**src/rtl/pipe_pkg.sv**
```systemverilog
// Shared defaults and the stage-index type for the in-order pipeline controller.
package pipe_pkg;

    localparam int unsigned NUM_STG_DEF = 5;
    localparam int unsigned W_DEF       = 32;
    localparam int unsigned IDX_W_DEF   = $clog2(NUM_STG_DEF);

    typedef logic [IDX_W_DEF-1:0] stg_idx_t;

endpackage

```
**src/rtl/pipe_stage_slot.sv**
```systemverilog
// One pipeline stage register: a valid bit plus a W-bit payload.
module pipe_stage_slot #(
    parameter int unsigned W = 32
) (
    input  logic         clk,
    input  logic         rst,
    input  logic         load,
    input  logic         kill,
    input  logic         adv,
    input  logic [W-1:0] d_in,
    output logic         valid,
    output logic [W-1:0] d_out
);

    logic         valid_d, valid_q;
    logic [W-1:0] data_d, data_q;

    // Kill wins, then a new token, then an advance leaves a bubble.
    always_comb begin
        valid_d = valid_q;
        data_d  = data_q;
        if (kill) begin
            valid_d = 1'b0;
        end else if (load) begin
            valid_d = 1'b1;
            data_d  = d_in;
        end else if (adv) begin
            valid_d = 1'b0;
        end
    end

    always_ff @(posedge clk or negedge rst) begin
        if (!rst) begin
            valid_q <= 1'b0;
            data_q  <= '0;
        end else begin
            valid_q <= valid_d;
            data_q  <= data_d;
        end
    end

    assign valid = valid_q;
    assign d_out = data_q;

endmodule

```
**src/rtl/pipe_ctrl_n.sv**
```systemverilog
// N-stage in-order pipeline controller: combinational accept chain with bubble collapse,
// per-stage completion, flush of younger stages and a retirement counter.
module pipe_ctrl_n
    import pipe_pkg::*;
#(
    parameter int unsigned NUM_STG = NUM_STG_DEF,
    parameter int unsigned W       = W_DEF,
    parameter int unsigned IDX_W   = $clog2(NUM_STG)
) (
    input  logic                 clk,
    input  logic                 rst,
    input  logic                 in_valid,
    input  logic [W-1:0]         in_data,
    output logic                 in_ready,
    input  logic [NUM_STG-1:0]   stg_done,
    input  logic                 flush_req,
    input  logic [IDX_W-1:0]     flush_stg,
    output logic                 out_valid,
    output logic [W-1:0]         out_data,
    input  logic                 out_ready,
    output logic [NUM_STG-1:0]   stg_valid,
    output logic [NUM_STG*W-1:0] stg_data,
    output logic [NUM_STG-1:0]   stg_load,
    output logic [31:0]          retired_cnt
);

    localparam int unsigned L = NUM_STG - 1;

    logic [NUM_STG-1:0] valid;
    logic [NUM_STG-1:0] adv;
    logic [NUM_STG-1:0] acc;
    logic [NUM_STG-1:0] load_raw;
    logic [NUM_STG-1:0] load;
    logic [NUM_STG-1:0] kill;
    int unsigned        flush_idx;
    logic [31:0]        cnt_d, cnt_q;

    // Accept chain runs from the oldest stage down; an empty slot always accepts.
    always_comb begin
        adv    = '0;
        acc    = '0;
        adv[L] = valid[L] & stg_done[L] & out_ready;
        acc[L] = ~valid[L] | adv[L];
        for (int k = NUM_STG - 2; k >= 0; k--) begin
            adv[k] = valid[k] & stg_done[k] & acc[k+1];
            acc[k] = ~valid[k] | adv[k];
        end
    end

    assign in_ready = acc[0] & ~flush_req;
    assign load_raw = {adv[NUM_STG-2:0], in_valid & in_ready};

    always_comb begin
        flush_idx = L;
        if (32'(flush_stg) < NUM_STG) begin
            flush_idx = 32'(flush_stg);
        end
    end

    // Stages below the boundary are emptied; the boundary stage refuses its incoming token.
    always_comb begin
        kill = '0;
        load = '0;
        for (int unsigned k = 0; k < NUM_STG; k++) begin
            kill[k] = flush_req && (k < flush_idx);
            load[k] = load_raw[k] && !(flush_req && (k <= flush_idx));
        end
    end

    for (genvar k = 0; k < NUM_STG; k++) begin : g_slot
        logic [W-1:0] d_in;
        if (k == 0) begin : g_head
            assign d_in = in_data;
        end else begin : g_body
            assign d_in = stg_data[(k-1)*W +: W];
        end
        pipe_stage_slot #(
            .W (W)
        ) u_slot (
            .clk   (clk),
            .rst   (rst),
            .load  (load[k]),
            .kill  (kill[k]),
            .adv   (adv[k]),
            .d_in  (d_in),
            .valid (valid[k]),
            .d_out (stg_data[k*W +: W])
        );
    end

    assign stg_valid = valid;
    assign stg_load  = load & {NUM_STG{rst}};
    assign out_valid = valid[L] & stg_done[L];
    assign out_data  = stg_data[L*W +: W];

    always_comb begin
        cnt_d = cnt_q;
        if (out_valid && out_ready) begin
            cnt_d = cnt_q + 32'd1;
        end
    end

    always_ff @(posedge clk or negedge rst) begin
        if (!rst) begin
            cnt_q <= '0;
        end else begin
            cnt_q <= cnt_d;
        end
    end

    assign retired_cnt = cnt_q;

endmodule

```
**config.mk**
```make
export PLATFORM = sky130hd
export DESIGN_NAME = pipe_ctrl_n
export DESIGN_NICKNAME = d
export VERILOG_FILES = /design/src/rtl/pipe_pkg.sv /design/src/rtl/pipe_stage_slot.sv /design/src/rtl/pipe_ctrl_n.sv
export SDC_FILE = /design/constraint.sdc
export NUM_CORES = 1
export LEC_CHECK = 0
export ABC_CLOCK_PERIOD_IN_PS = 2200
export BUFFER_PORTS_ARGS = -buffer_cell sky130_fd_sc_hd__buf_4
export CAP_MARGIN = 20
export CORE_UTILIZATION = 51
export CTS_CLUSTER_SIZE = 25
export DETAILED_ROUTE_END_ITERATION = 6
export PLACE_DENSITY = 0.78
export SLEW_MARGIN = 15
export SYNTH_ARGS = -nofsm -noshare
export SYNTH_HDL_FRONTEND = slang
export SYNTH_HIERARCHICAL = 1
export SYNTH_SLANG_ARGS = --single-unit
```
**constraint.sdc**
```tcl
create_clock -name clk -period 2.2 [get_ports clk]
set_input_delay 0 -clock clk [delete_from_list [all_inputs] [get_ports clk]]
set_output_delay 0 -clock clk [all_outputs]
set_load 0.05 [all_outputs]
```
=== Word-level counts from Yosys, hierarchy flattened ===
Index checks and enable logic that the tools add are counted.

* Flip-flop bits (word level): 197
* Input bits: 45
* Output and inout bits: 236
* Logic and storage cells: 99

* Add/subtract/negate cells: 1
* Magnitude comparators: 11
* Mux-type cells: 16
* Bitwise logic cells: 29
* Reductions and logical operators: 31

{| class="wikitable"
|+ Operators by type and width
! operator !! number
|-
| less-or-equal comparator 1 x 32 -> 1 bit (first input constant) || 2
|-
| less-or-equal comparator 2 x 32 -> 1 bit (first input constant) || 2
|-
| < comparator 1 x 32 -> 1 bit (first input constant) || 2
|-
| < comparator 2 x 32 -> 1 bit (first input constant) || 2
|-
| adder 32 x 1 -> 32 bit (second input constant) || 1
|-
| less-or-equal comparator 3 x 32 -> 1 bit (first input constant) || 1
|-
| < comparator 3 x 32 -> 1 bit (first input constant) || 1
|-
| logical AND 1 bit || 16
|-
| two-way mux 1 bit || 15
|-
| nonzero test 3 bit || 5
|-
| AND 1 bit || 12
|-
| inverter 1 bit || 11
|-
| AND reduction 2 bit || 5
|-
| AND 5 bit || 1
|-
| zero test 1 bit || 5
|-
| bitwise OR 1 bit || 5
|-
| < comparator 3 bit (second input constant) || 1
|-
| two-way mux 3 bit || 1
|}

=== Depth between registers and ports, before layout ===
Gate-level depths: netlist (run 1).

* Word-level depth: 16
* Mapped depth: 8
* Gate-level depth less buffers: 6

=== Hierarchy ===
Netlist (run 1), hierarchy kept.

{| class="wikitable"
|+ Modules (own cells, without submodules)
! module !! times used !! cells an instance !! area each (um^2) !! sequential area each (um^2)
|-
| pipe_stage_slot || 5 || 73 || 1398.8 || 825.8
|-
| pipe_ctrl_n || 1 || 196 || 1949.4 || 800.8
|}

=== Least setup slack after synthesis (run 1) ===
Ideal clock, no wire load.

* Path kind: register to register
* From: register g_slot[4].u_slot.valid_q
* To: register g_slot[1].u_slot.data_q[0]
* Library setup time: 0.125 ns
* Data arrival time: 2.218 ns
* Data required time: 2.075 ns
* Setup slack: -0.143 ns
* Cell stages (with the launch flop): 9
* Buffers on the path: 2
* Clock period less this slack: 2.343 ns
* Cells stage by stage: dfrtp_1 > a21boi_0 > o211ai_1 > a21boi_0 > nor3_1 > nor2b_4 > buf_6 > buf_12 > mux2_4

* Cells in the longest elaborated chain, start to end: 12
* Elaborated cells between the ends (all ways): 13

{| class="wikitable"
|+ RTL lines
! what !! RTL line !! source
|-
| start, declared || pipe_stage_slot.sv:15 || <nowiki>logic valid_d, valid_q;</nowiki>
|-
| start signal, assigned || pipe_stage_slot.sv:37 || <nowiki>valid_q <= valid_d;</nowiki>
|-
| AND 1 bit (2 in a row) || pipe_ctrl_n.sv:42 || <nowiki>adv[L] = valid[L] & stg_done[L] & out_ready;</nowiki>
|-
| bitwise OR 1 bit (*) || pipe_ctrl_n.sv:43 || <nowiki>acc[L] = ~valid[L] | adv[L];</nowiki>
|-
| AND 1 bit (*) || pipe_ctrl_n.sv:45 || <nowiki>adv[k] = valid[k] & stg_done[k] & acc[k+1];</nowiki>
|-
| bitwise OR 1 bit (*) || pipe_ctrl_n.sv:46 || <nowiki>acc[k] = ~valid[k] | adv[k];</nowiki>
|-
| AND 1 bit (*) || pipe_ctrl_n.sv:45 ||
|-
| bitwise OR 1 bit (*) || pipe_ctrl_n.sv:46 ||
|-
| AND 1 bit (*) || pipe_ctrl_n.sv:45 ||
|-
| bitwise OR 1 bit (*) || pipe_ctrl_n.sv:46 ||
|-
| AND 1 bit (*) || pipe_ctrl_n.sv:45 ||
|-
| logical AND 1 bit (*) || pipe_ctrl_n.sv:66 || <nowiki>load[k] = load_raw[k] && !(flush_req && (k <= flush_idx));</nowiki>
|-
| via load[1] || pipe_ctrl_n.sv:33 || <nowiki>logic [NUM_STG-1:0] load;</nowiki>
|-
| AND reduction 2 bit (no source line) (*) || -- ||
|-
| end signal, assigned || pipe_stage_slot.sv:38 || <nowiki>data_q <= data_d;</nowiki>
|-
| end, declared || pipe_stage_slot.sv:16 || <nowiki>logic [W-1:0] data_d, data_q;</nowiki>
|}

Mark *: on every way through the listed nets, which the timed path passes. The rest lies on a longest branch.
A chain may end at the register's enable or synchronous reset.

=== Worst setup path in the final report (run 1) ===
* From: register g_slot[4].u_slot.valid_q
* To: register g_slot[0].u_slot.data_q[9]

* Cells in the longest elaborated chain, start to end: 15
* Elaborated cells between the ends (all ways): 16

{| class="wikitable"
|+ RTL lines
! what !! RTL line !! source
|-
| AND 1 bit (2 in a row) || pipe_ctrl_n.sv:42 ||
|-
| bitwise OR 1 bit (*) || pipe_ctrl_n.sv:43 ||
|-
| AND 1 bit (*) || pipe_ctrl_n.sv:45 ||
|-
| bitwise OR 1 bit (*) || pipe_ctrl_n.sv:46 ||
|-
| AND 1 bit (*) || pipe_ctrl_n.sv:45 ||
|-
| bitwise OR 1 bit (*) || pipe_ctrl_n.sv:46 ||
|-
| AND 1 bit (*) || pipe_ctrl_n.sv:45 ||
|-
| bitwise OR 1 bit (*) || pipe_ctrl_n.sv:46 ||
|-
| AND 1 bit (*) || pipe_ctrl_n.sv:45 ||
|-
| bitwise OR 1 bit (*) || pipe_ctrl_n.sv:46 ||
|-
| AND 1 bit (*) || pipe_ctrl_n.sv:50 || <nowiki>assign in_ready = acc[0] & ~flush_req;</nowiki>
|-
| AND 1 bit (*) || pipe_ctrl_n.sv:51 || <nowiki>assign load_raw = {adv[NUM_STG-2:0], in_valid & in_ready};</nowiki>
|-
| logical AND 1 bit (*) || pipe_ctrl_n.sv:66 ||
|-
| via load[0] || pipe_ctrl_n.sv:33 ||
|-
| AND reduction 2 bit (no source line) (*) || -- ||
|-
| end signal, assigned || pipe_stage_slot.sv:38 ||
|-
| end, declared || pipe_stage_slot.sv:16 ||
|}

Marked as above.

==> results.ini, run 1 <==
[synth]
synthAdderAreaFrac = 0.00140
synthTopCellsByArea = dfrtp_1 (55%), mux2_4 (25%), buf_12 (3.4%)
synth_ff_type = dfrtp_1
synthesis.area_um2 = 8940
seq_area_frac_synth = 0.551
synth_top_family_by_area = multiplexers
synth-xor-area-share = 0.0304
syn_area_per_cell_um2 = 15.9
yosys-mux-area-fraction = 0.266
yosys.area_share.simple = 0.0687
ys_ff_latch = 197
synth_common_cells = dfrtp_1 (197), mux2_4 (150), buf_4 (32)
async_flop_share = 1.00
synth_most_common_cell = dfrtp_1
netlist_instances = 561
yosys_warnings = 6
synth_top_area_cell = dfrtp_1
synth_top_area_frac = 0.551
synth_compound_area_frac = 0.0101
synth.distinct_cells = 36
synth_edf_count = 0

[grt]
grt-ovfl-total = 0
antenna_found_initial = 0
grtUsageTotal = 0.231
grt_pass1_wl_um = 32100
grt_pass1_vias = 5773
grt_max_degree = 93

[clocking]
cts_made_buffers = 17
h-tree-depth = 4
clock_latency_ns = 0.43
root_buffer = clkbuf_16
cts_tree = built
cts_buffer_depth = 2
clock-sinks = 197
clkSlewWorstSetupHoldPaths_ns = 0.07

[drt]
routed_via_density = 5.08
detail_route.wl_per_cell_um = 18.4
antenna_left = 0
wl_um = 20300
dr.pass1.iters = 4
dr_total_vias = 5610
drtIter0Drc = 230
drc = 0

[timing]
period_share = 0.975
fin_crit_ns = 2.14
skew_ns = 0.00895
rsz0062_at_grt = yes
setup_viol = 0
tightest_slew_ns = 0.581
whs_ns = 0.0292
hold_viol = 0
tns_ns = 0
slew_viol_final = 0
fmax_mhz = 466
maxSlewHeadroom = 0.611

[critical_path]
worstPathRequired_ns = 2.52
cp-start-kind = register
worstSetupEndpointType = register
critPathKind = reg -> reg
cp_max_fo = 20
crit_arrival_ns = 2.46

[die]
die_h_um = 134
core_um2 = 17200
pin_count = 281
initial_core_util = 0.519
placement_rows = 48
dieArea_um2 = 18100
die_w_um = 134

[layout]
n_antenna_cell = 0
n_fill_cell = 1175
area_growth_pct = 33.8
layout-drive-gt1-share = 0.575
instances_no_fill = 1104
post-route-util = 0.694
nNetsFinal = 912

[power_and_ir_drop]
p_comb_frac = 0.393
peakVddDrop_mv = 0.910
seq_power_share = 0.375
pwr-share-clk = 0.232
p_leak_nw = 6.06
power_w = 0.0135
powerDensity_nw_per_um2 = 1120
intPower_w = 0.00800
switching_power_w = 0.00546
swShare = 0.406

[hold_path]
worstHoldPathType = in -> reg

[flow_run]
drv_cap = 0

[placed_design]
dpl.cell_count = 1030
gp_congestion = 0.810
hpwlAfterDp_um = 14600
portBuffers = 280

[status]
status = completed

## routing by layer
metal  part of all wire  global-route usage
met2               0.50               0.385
met4              0.032              0.0999
met1               0.42               0.287
met5                  0                   0
met3              0.054              0.0544
## layout make-up
class                      count  area (um^2)  area share
tap                          225          282      0.0235
inverter                      13         48.8     0.00408
multi-input combinational    300         3380       0.283
timing repair buffer         337         2730       0.228
clock buffer                  18          429      0.0359
sequential                   197         4930       0.412
clock inverter                14          169      0.0141
## metrics by stage
step	setup WS (ns)	instance area, um^2
3_3_place_gp	0.0823	10900
5_1_grt	-0.0208	12000
3_5_place_dp	-0.0260	10900
4_1_cts	0.0723	12000
6_report	0.0550	12000
2_1_floorplan	-0.000161	8950
## state kept, by name, summed over array words and instances, names as in the netlist
signal,flops
g_slot.u_slot/valid,5
retired_cnt,32
g_slot.u_slot/d_out,160
## kinds of logic after synthesis
group	count (synthesis)
muxes	161
buffers and inverters	65
adders and majority gates	1
xor gates and xnor gates	31
AOI/OAI and AO/OA	15
other	1
DFF	197
and+or+nand+nor	90
## power by group through the flow
stage	clock network [W]	registers (W)	logic [W]
2_1_floorplan	0	0.00740	0.00119
3_3_place_gp	0	0.00505	0.00515
3_5_place_dp	0	0.00510	0.00522
4_1_cts	0.00318	0.00505	0.00530
5_1_grt	0.00333	0.00515	0.00545
6_report	0.00312	0.00505	0.00528
## worst max-delay path, stage by stage, from the launching register on
cell and delay [ns]:
dfrtp_2 0.40, a21boi_0 0.15, o211ai_1 0.27, a21oi_1 0.14, nor3b_2 0.24, nor2b_4 0.27, buf_12 0.23, mux2_4 0.33
## repair_timing
action	in CTS	in global routing
setup buffers	0	1
hold endpoints to repair	100	0
hold buffers	41	0
resized for setup	2	2
pin swaps	0	4
setup endpoints to repair	24	46
## path summary, 6_finish.rpt
kind / start / slack [ns] / cells after the start / end
min: flush_req / 0.03 / 3 / g_slot[3].u_slot/valid
min in group asynchronous: rst / 0.09 / 2 / g_slot[3].u_slot/valid
max in group asynchronous: rst / 1.20 / 3 / g_slot[4].u_slot/valid
min reg2reg: retired_cnt[31] / 0.48 / 1 / retired_cnt[31]
max reg2reg: g_slot[4].u_slot/valid / 0.06 / 7 / g_slot[0].u_slot/d_out[9]
max: g_slot[4].u_slot/valid / 0.06 / 7 / g_slot[0].u_slot/d_out[9]
## cell usage in the layout, fill, tap and decap left out, types with 7 or more instances in the layout
| master | n |
|---|---|
| mux2_4 | 150 |
| nor2_1 | 8 |
| mux2_2 | 11 |
| buf_12 | 7 |
| nand3_1 | 14 |
| xnor2_1 | 29 |
| nand4_1 | 14 |
| dlygate4sd3_1 | 41 |
| clkbuf_16 | 17 |
| dfrtp_1 | 196 |
| nand2_1 | 12 |
| inv_1 | 13 |
| a21oi_1 | 7 |
| and3_1 | 7 |
| buf_4 | 288 |
Note: power is estimated with default switching activity, not from simulation.
==> run 2, diff against run 1 <==
--- a/config.mk
+++ b/config.mk
@@ -5,12 +5,12 @@
 export SDC_FILE = /design/constraint.sdc
 export NUM_CORES = 1
 export LEC_CHECK = 0
-export ABC_CLOCK_PERIOD_IN_PS = 2200
 export BUFFER_PORTS_ARGS = -buffer_cell sky130_fd_sc_hd__buf_4
 export CAP_MARGIN = 20
 export CORE_UTILIZATION = 51
 export CTS_CLUSTER_SIZE = 25
 export DETAILED_ROUTE_END_ITERATION = 6
+export HOLD_SLACK_MARGIN = 0.05
 export PLACE_DENSITY = 0.78
 export SLEW_MARGIN = 15
 export SYNTH_ARGS = -nofsm -noshare
==> results.ini, run 2 (synthesis gave the netlist of run 1 again) <==
[timing]
tightest_slew_ns = 0.570
setup_viol = 37
fmax_mhz = 448
hold_viol = 0
tns_ns = -0.586
period_share = 1.01
whs_ns = 0.0760
maxSlewHeadroom = 0.618
skew_ns = 0.00955
fin_ws_ns = -0.0327
slew_viol_final = 0
fin_crit_ns = 2.23
rsz0062_at_grt = yes

[clocking]
clock-sinks = 197
h-tree-depth = 4
clock_latency_ns = 0.43
cts_buffer_depth = 2
clkSlewWorstSetupHoldPaths_ns = 0.07
cts_made_buffers = 17
root_buffer = clkbuf_16
cts_tree = built

[flow_run]
drv_cap = 0

[status]
status = complete, but fails checks
violations = negative setup slack

[layout]
instances_no_fill = 1122
n_antenna_cell = 0
area_growth_pct = 37.4
nNetsFinal = 930
layout_commonest_cell = buf_4
n_fill_cell = 1144
layout-drive-gt1-share = 0.577
largest_reg_flops = 160
final_cell_mix = buf_4 (289), dfrtp_1 (196), mux2_4 (152), dlygate4sd3_1 (48), xnor2_1 (29)
multi_input_area_um2 = 3420
layout.area.seq_um2 = 4930

[drt]
detail_route.wl_per_cell_um = 19.1
drc = 0
wl_um = 21400
antenna_left = 0
drtIter0Drc = 216
routed_via_density = 5.11
dr.pass1.iters = 4
dr_total_vias = 5729

[critical_path]
slowest_stage = dfrtp_2
worstSetupEndpointType = register
cp-start-kind = register
crit_arrival_ns = 2.55
crit_chain = a21boi_4 -> o211ai_1 -> buf_4 -> a21oi_4 -> nor3b_4 -> nor2b_4 -> buf_12 -> clkbuf_16 -> mux2_4
critPathMaxStageDelay_ns = 0.41
critPathKind = reg -> reg
worstPathRequired_ns = 2.51
cp_max_fo = 6

[placed_design]
portBuffers = 280
place_ws_ns = -0.0260
dpl.cell_count = 1030
hpwlAfterDp_um = 14600
gp_congestion = 0.810

[power_and_ir_drop]
peakVddDrop_mv = 0.908
power_w = 0.0135
p_leak_nw = 6.20
powerDensity_nw_per_um2 = 1100

[die]
initial_core_util = 0.519
core_um2 = 17200
pin_count = 281
dieArea_um2 = 18100
die_h_um = 134
die_w_um = 134
placement_rows = 48

[grt]
grt-ovfl-total = 0
grt_pass1_vias = 5816
grt_pass1_wl_um = 32300
grtUsageTotal = 0.232
antenna_found_initial = 0
grt_max_degree = 93

[hold_path]
worstHoldPathType = in -> reg

-- run 2: final cells by class --
class	count	share of cell area
Multi-Input combinational cell	300	0.278
Sequential cell	197	0.401
Clock buffer	18	0.0349
Inverter	13	0.00397
Tap cell	225	0.0229
Timing Repair Buffer	355	0.245
Clock inverter	14	0.0137
-- run 2: power breakdown --
part / internal (W) / leakage, nW / switching (W)
combinational: 0.00199 / 3.31 / 0.00336
sequential: 0.00433 / 2.61 / 0.000720
clock: 0.00171 / 0.282 / 0.00141
total: 0.00803 / 6.20 / 0.00549
-- run 2: worst max-delay path: cells and delay by family (launching register included) --
| kind | cells | cell delay (ns) |
|---|---|---|
| AND/OR/NAND/NOR | 2 | 0.42 |
| flip-flops | 1 | 0.41 |
| AO/OA/AOI/OAI | 3 | 0.48 |
| buffers and inverters | 3 | 0.51 |
| multiplexers | 1 | 0.29 |
-- run 2: layer usage --
metal | global-route usage | up-vias | part of all wire
li1 | - | 2573 | -
met1 | 0.288 | 2904 | 0.41
met2 | 0.388 | 203 | 0.51
met3 | 0.0548 | 49 | 0.054
met4 | 0.0999 | 0 | 0.030
met5 | 0 | - | 0
-- run 2: what timing repair did --
action,4_1_cts,5_1_grt
buffers inserted,0,5
endpoints found under the setup margin,24,64
endpoints found under the hold margin,194,0
gates cloned,0,7
gates resized for setup,2,14
hold buffers,48,0
pin swaps,0,5
-- run 2: path summary, 6_finish.rpt --
path / slack [ns] / from / cells after the start / endpoint
setup / recovery: -0.03 / g_slot[4].u_slot/valid / 9 / g_slot[0].u_slot/d_out[11]
hold / removal: 0.08 / flush_req / 3 / g_slot[2].u_slot/valid
setup reg to reg: -0.03 / g_slot[4].u_slot/valid / 9 / g_slot[0].u_slot/d_out[11]
hold reg to reg: 0.47 / retired_cnt[31] / 1 / retired_cnt[31]
max in group asynchronous: 1.18 / rst / 3 / g_slot[4].u_slot/valid
min in group asynchronous: 0.10 / rst / 2 / g_slot[3].u_slot/d_out[27]
-- run 2: per-stage QoR --
| step | util | cell area, um^2 |
|---|---|---|
| after floorplan | - | 8950 |
| after global placement | 0.635 | 10900 |
| after CTS | 0.698 | 12000 |
| final | 0.713 | 12300 |
| after global routing | 0.713 | 12300 |
| after detailed placement | 0.635 | 10900 |
